File: src/rtl/logic_pkg.sv
// Shared encodings for the logic-gate pipeline: base-op codes, invert flag
// position and the supported operand-count range.
package logic_pkg;

  typedef enum logic [1:0] {
    OP_AND  = 2'd0,
    OP_OR   = 2'd1,
    OP_XOR  = 2'd2,
    OP_RSVD = 2'd3
  } base_op_e;

  localparam int INV_BIT    = 2;
  localparam int NUM_IN_MIN = 2;
  localparam int NUM_IN_MAX = 16;

endpackage

File: src/rtl/logic_reduce.sv
// Combinational bitwise reduction of NUM_IN operands with one base op.
// The reserved op reduces to zero.
module logic_reduce
  import logic_pkg::*;
#(
  parameter int WIDTH  = 8,
  parameter int NUM_IN = 4
) (
  input  logic [NUM_IN-1:0][WIDTH-1:0] operands_i,
  input  base_op_e                     op_i,
  output logic [WIDTH-1:0]             result_o
);

  always_comb begin
    result_o = operands_i[0];
    for (int k = 1; k < NUM_IN; k++) begin
      case (op_i)
        OP_AND:  result_o = result_o & operands_i[k];
        OP_OR:   result_o = result_o | operands_i[k];
        OP_XOR:  result_o = result_o ^ operands_i[k];
        default: result_o = '0;
      endcase
    end
    if (op_i == OP_RSVD) result_o = '0;
  end

endmodule

File: src/rtl/logic_gate_pipe.sv
// Two-stage valid/ready pipeline: stage 1 reduces the operands of a beat,
// stage 2 folds beats into a packet accumulator and emits on the last beat.
module logic_gate_pipe
  import logic_pkg::*;
#(
  parameter int WIDTH  = 8,
  parameter int NUM_IN = 4
) (
  input  logic                    clk,
  input  logic                    rst,
  input  logic                    in_valid,
  output logic                    in_ready,
  input  logic [NUM_IN*WIDTH-1:0] in_data,
  input  logic [2:0]              in_op,
  input  logic                    in_accum,
  input  logic                    in_last,
  output logic                    out_valid,
  input  logic                    out_ready,
  output logic [WIDTH-1:0]        out_data,
  output logic                    out_err
);

  if (NUM_IN < NUM_IN_MIN || NUM_IN > NUM_IN_MAX) begin : g_bad_num_in
    $error("logic_gate_pipe: NUM_IN out of range");
  end

  logic [NUM_IN-1:0][WIDTH-1:0] in_ops;
  logic [WIDTH-1:0]             red, fold_raw, fold_val;
  logic [2:0]                   in_gov_op;
  logic                         s2_adv, s1_take, s1_is_last, in_fire;

  logic             s1_valid_q, s1_valid_d;
  logic [WIDTH-1:0] s1_data_q, s1_data_d;
  logic [2:0]       s1_op_q, s1_op_d;
  logic             s1_accum_q, s1_accum_d;
  logic             s1_last_q, s1_last_d;
  logic             in_pkt_open_q, in_pkt_open_d;
  logic [2:0]       in_pkt_op_q, in_pkt_op_d;
  logic [WIDTH-1:0] acc_q, acc_d;
  logic             pkt_open_q, pkt_open_d;
  logic             out_valid_q, out_valid_d;
  logic [WIDTH-1:0] out_data_q, out_data_d;
  logic             out_err_q, out_err_d;

  assign in_ops = in_data;

  // Later beats of a packet are reduced with the packet's first-beat op, so
  // the input side tracks packet boundaries independently of stage 2.
  assign in_gov_op = in_pkt_open_q ? in_pkt_op_q : in_op;

  logic_reduce #(.WIDTH(WIDTH), .NUM_IN(NUM_IN)) u_reduce (
    .operands_i (in_ops),
    .op_i       (base_op_e'(in_gov_op[1:0])),
    .result_o   (red)
  );

  logic_reduce #(.WIDTH(WIDTH), .NUM_IN(2)) u_fold (
    .operands_i ({acc_q, s1_data_q}),
    .op_i       (base_op_e'(s1_op_q[1:0])),
    .result_o   (fold_raw)
  );

  assign s2_adv     = !out_valid_q || out_ready;
  assign s1_take    = s1_valid_q && s2_adv;
  assign in_ready   = !rst && (!s1_valid_q || s2_adv);
  assign in_fire    = in_valid && in_ready;
  assign s1_is_last = !s1_accum_q || s1_last_q;
  assign fold_val   = pkt_open_q ? fold_raw : s1_data_q;

  always_comb begin
    s1_valid_d    = s1_valid_q;
    s1_data_d     = s1_data_q;
    s1_op_d       = s1_op_q;
    s1_accum_d    = s1_accum_q;
    s1_last_d     = s1_last_q;
    in_pkt_open_d = in_pkt_open_q;
    in_pkt_op_d   = in_pkt_op_q;
    acc_d         = acc_q;
    pkt_open_d    = pkt_open_q;
    out_valid_d   = out_valid_q;
    out_data_d    = out_data_q;
    out_err_d     = out_err_q;

    if (in_fire) begin
      s1_valid_d    = 1'b1;
      s1_data_d     = red;
      s1_op_d       = in_gov_op;
      s1_accum_d    = in_accum;
      s1_last_d     = in_last;
      in_pkt_open_d = in_accum && !in_last;
      in_pkt_op_d   = in_gov_op;
    end else if (s1_take) begin
      s1_valid_d = 1'b0;
    end

    // Every fold waits for s2_adv, so a stalled result is never overwritten.
    if (s2_adv) begin
      out_valid_d = s1_take && s1_is_last;
      if (s1_take) begin
        if (s1_is_last) begin
          out_data_d = s1_op_q[INV_BIT] ? ~fold_val : fold_val;
          out_err_d  = (s1_op_q[1:0] == OP_RSVD);
          acc_d      = '0;
          pkt_open_d = 1'b0;
        end else begin
          acc_d      = fold_val;
          pkt_open_d = 1'b1;
        end
      end
    end
  end

  always_ff @(posedge clk or posedge rst) begin
    if (rst) begin
      s1_valid_q    <= 1'b0;
      s1_data_q     <= '0;
      s1_op_q       <= '0;
      s1_accum_q    <= 1'b0;
      s1_last_q     <= 1'b0;
      in_pkt_open_q <= 1'b0;
      in_pkt_op_q   <= '0;
      acc_q         <= '0;
      pkt_open_q    <= 1'b0;
      out_valid_q   <= 1'b0;
      out_data_q    <= '0;
      out_err_q     <= 1'b0;
    end else begin
      s1_valid_q    <= s1_valid_d;
      s1_data_q     <= s1_data_d;
      s1_op_q       <= s1_op_d;
      s1_accum_q    <= s1_accum_d;
      s1_last_q     <= s1_last_d;
      in_pkt_open_q <= in_pkt_open_d;
      in_pkt_op_q   <= in_pkt_op_d;
      acc_q         <= acc_d;
      pkt_open_q    <= pkt_open_d;
      out_valid_q   <= out_valid_d;
      out_data_q    <= out_data_d;
      out_err_q     <= out_err_d;
    end
  end

  assign out_valid = out_valid_q;
  assign out_data  = out_data_q;
  assign out_err   = out_err_q;

endmodule

File: config.mk
export PLATFORM = sky130hd
export DESIGN_NAME = logic_gate_pipe
export DESIGN_NICKNAME = d
export VERILOG_FILES = /design/src/rtl/logic_pkg.sv /design/src/rtl/logic_reduce.sv /design/src/rtl/logic_gate_pipe.sv
export SDC_FILE = /design/constraint.sdc
export NUM_CORES = 1
export LEC_CHECK = 0
export BUFFER_PORTS_ARGS = -buffer_cell sky130_fd_sc_hd__buf_2
export CORE_MARGIN = 2
export CORE_UTILIZATION = 45
export CTS_CLUSTER_DIAMETER = 120
export DETAILED_ROUTE_END_ITERATION = 7
export GPL_TIMING_DRIVEN = 0
export PLACE_DENSITY = 0.66
export SLEW_MARGIN = 20
export SYNTH_ARGS = -nofsm -noshare
export SYNTH_HDL_FRONTEND = slang
export SYNTH_HIERARCHICAL = 1
export SYNTH_SLANG_ARGS = --single-unit
File: constraint.sdc
create_clock -name clk -period 3.5 [get_ports clk]
set_input_delay 0.7 -clock clk [delete_from_list [all_inputs] [get_ports clk]]
set_output_delay 0.7 -clock clk [all_outputs]
set_load 0.005 [all_outputs]
==> results_dict.tcl <==
set metrics [dict create \
    status "finished, final reports clean" \
    synthesis.area_um2 3430 \
    detailed_place.area_um2 3830 \
    first_global_vias 2489 \
    ys_async_sr_fraction_pct 100 \
    clock_tree_from_tritoncts "done" \
    sequential_cell_area_um2 851 \
    pin_count_of_the_biggest_net_entering_global_routing 26 \
    cellLeakagePower_nw 2.08 \
    fillerInstances 696 \
    antenna-diode-count 0 \
    sequential_cell_area_fraction_in_the_yosys_report_pct 24.8 \
    yosysWarningCount 6 \
    numPortBuffers 51 \
    min-delay-path-class "primary input to asynchronous set/reset pin" \
    period_minus_slack_ns 2.94 \
    final-hold-violation-count 0 \
    fp.dieArea_um2 8330 \
    clk_transition_reported_paths_ns 0.07 \
    global_route_wire_length_before_repair_mm 11.2 \
    worst_setup_path_type "flip-flop to flip-flop" \
    power_density_nw_per_um2 521 \
    clk_root_buffer_cell "sky130_fd_sc_hd__clkbuf_8" \
    die_h_um 91.3 \
    rsz0062_at_grt "false" \
    critical_path.cell_chain "mux2_2 -> buf_6 -> nor2b_4 -> buf_6 -> buf_6 -> a21o_1 -> ha_1 -> nor2_1 -> a211oi_2 -> a21o_1 -> ha_1 -> o21ai_0 -> o21ai_0 -> mux2_2" \
    worstPathArrival_ns 3.11 \
    cts_hold_buffers 0 \
    ios 52 \
    clock_skew_ns 0.00700 \
    number_of_library_cell_types_mapped_by_synthesis 34 \
    detail-route-antenna-nets 0 \
    initialDrtViolationCount 69 \
    gr-usage-all-layers_pct 16.5 \
    multi_input_comb_area_um2 2180 \
    hold-worst-slack_ns 0.351 \
    post_cts_buffers 0 \
    crit_path_max_incr_delay_ns 0.41 \
    postSynthAreaPerCell_um2 9.82 \
    fin_tns_setup_ns 0 \
    worstSkewPairLatency_ns 0.29 \
    critical_path.startpoint_type "flip-flop" \
    finalWeightedCongestion 0.755 \
    vdd_ir_drop_max_mv 0.187 \
    drt_first_pass_iters 4 \
    reg2reg_depth 14 \
    worstPathRequired_ns 3.67 \
    critical_path.slowest_cell "sky130_fd_sc_hd__dfrtp_1" \
    fp-row-count 31 \
    number_of_flops_mapped_to_enable_cells_by_yosys 0 \
    cts_made_buffers 5 \
    post_route_cells_drive_above_1_share_pct 27.9 \
    max_slew_margin_pct 71.7 \
    max_cap_violations 0 \
    area_growth_syn_to_layout_pct 14.3 \
    ys_seq_elements 34 \
    dp.final_hpwl_mm 5.21 \
    nNetsFinal 513 \
    synthesis.instances 349 \
    postSynthNetCount 454 \
    average_wire_per_standard_cell_um 12.8 \
    deepest_level_of_the_cts_h_tree 2 \
    worstPathMaxFanout 10 \
    antenna_found_initial 0 \
    cts_sinks 34 \
    clock_tree_buf_depth 2 \
    worst_slew_pin_slew_ns 0.425 \
    cts.repair.resized 0 \
    route.final.wire_length_mm 6.52 \
    postSynth.topFlopCell "sky130_fd_sc_hd__dfrtp_1" \
    mostFrequentLayoutCell "sky130_fd_sc_hd__ha_1" \
    critPathCaptureType "flip-flop" \
    crit_top_cell "sky130_fd_sc_hd__buf_6" \
    worstReg2RegStart "in_pkt_open_q" \
    floorplan.initialDensity_pct 46.8 \
    vias_per_cell 4.98 \
    final_max_slew_viol_count 0 \
    worstReg2RegEnd "s1_data_q[5]" \
    die_w_um 91.3 \
    synth_top_area_cell "sky130_fd_sc_hd__dfrtp_1" \
    via_count 2528 \
    globalRoute.totalOverflow 0 \
    synth_area_leaders "sky130_fd_sc_hd__dfrtp_1 25%, sky130_fd_sc_hd__ha_1 23%, sky130_fd_sc_hd__inv_1 6.4%" \
    r2r_slack_ns 0.56 \
    post-synth-top-area-fraction_pct 24.8 \
    design.core.area_um2 7330 \
    max_freq_mhz 340 \
    layout.cells.most_common_list "64 x sky130_fd_sc_hd__ha_1, 57 x sky130_fd_sc_hd__inv_1, 53 x sky130_fd_sc_hd__buf_2" \
    setup_viol 0 \
    period_share_pct 84.0 \
    finalInstanceArea_um2 3920 \
    detail_route.drc_violations 0 \
]
-- report_power, final --
group,internal [mW],switching (mW),total [mW],leakage [nW]
registers,0.525,0.105,0.630,0.426
clock network,0.159,0.141,0.299,0.0482
logic,0.573,0.537,1.11,1.61
-- metrics by stage --
step / total power, mW / cells / utilization [%] / setup slack (ns)
final: 2.04 / 508 / 53.5 / 0.561
after global routing: 2.22 / 508 / 53.5 / 0.375
after CTS: 2.07 / 508 / 53.5 / 0.552
after detailed placement: 1.76 / 500 / 52.2 / 0.252
after global placement: 1.70 / 499 / 51.9 / 0.312
after floorplan: 1.48 / 349 / - / 0.632
-- logic make-up after synthesis --
family                   share of synthesized area (%)
AND/OR/NAND/NOR                                   6.64
flip-flops                                        24.8
AO/OA/AOI/OAI                                     15.7
XOR/XNOR                                          2.04
multiplexers                                      15.8
buffers and inverters                             11.7
adder cells (fa/ha/maj)                           23.4
-- worst max path at each step --
stage	startpoint	to
CTS	in_pkt_open_q	s1_data_q[5]
detailed placement	in_op[1]	s1_data_q[5]
floorplan	in_op[0]	s1_data_q[1]
global placement	in_op[1]	s1_data_q[5]
global route	in_pkt_open_q	s1_data_q[1]
finish	in_pkt_open_q	s1_data_q[5]
-- Yosys cell counts (2+ instances only) --
library cell and n:
sky130_fd_sc_hd__nand2_1 21, sky130_fd_sc_hd__nand2b_1 2, sky130_fd_sc_hd__xnor2_1 8, sky130_fd_sc_hd__buf_2 2, sky130_fd_sc_hd__buf_4 3, sky130_fd_sc_hd__o2bb2ai_1 8
sky130_fd_sc_hd__ha_1 64, sky130_fd_sc_hd__mux2_1 9, sky130_fd_sc_hd__a21oi_1 12, sky130_fd_sc_hd__nor2_1 12, sky130_fd_sc_hd__buf_6 11, sky130_fd_sc_hd__o21a_1 4
sky130_fd_sc_hd__o22ai_2 8, sky130_fd_sc_hd__inv_1 58, sky130_fd_sc_hd__nand4b_1 2, sky130_fd_sc_hd__a21o_1 12, sky130_fd_sc_hd__a211oi_1 11, sky130_fd_sc_hd__dfrtp_1 34
sky130_fd_sc_hd__mux2i_2 8, sky130_fd_sc_hd__o21ai_0 17, sky130_fd_sc_hd__mux2_2 15, sky130_fd_sc_hd__mux2i_1 16
-- per-layer routing --
layer	vias to the layer above	track usage (%)	wire, µm
met5	-	0	0
met4	0	5.68	86
met3	9	2.24	215
met2	50	30.1	3260
met1	1176	19.7	2950
li1	1293	-	-
-- critical path, delay by kind of cell, from the launching register on --
kind / cells / cell delay (ns)
buf+inv: 3 / 0.42
compound gates: 5 / 0.69
fa+ha+maj: 2 / 0.34
simple gates: 2 / 0.26
flops: 1 / 0.41
mux: 2 / 0.69
-- state kept, by name, indices dropped and copies added (netlist names) --
signal	count
acc_q	8
in_pkt_op_q	3
in_pkt_open_q	1
out_data	8
out_err	1
out_valid	1
pkt_open_q	1
s1_accum_q	1
s1_data_q	8
s1_last_q	1
s1_valid_q	1
-- final cells by class --
class / instances / share of cell area, %
buffer: 19 / 4.66
clock buffer: 7 / 2.20
clock inverter: 1 / 0.128
inverter: 58 / 5.56
multi-input combinational: 238 / 55.6
sequential: 34 / 21.7
tap: 99 / 3.16
timing repair buffer: 52 / 7.02
(Power assumes the default switching activity.)
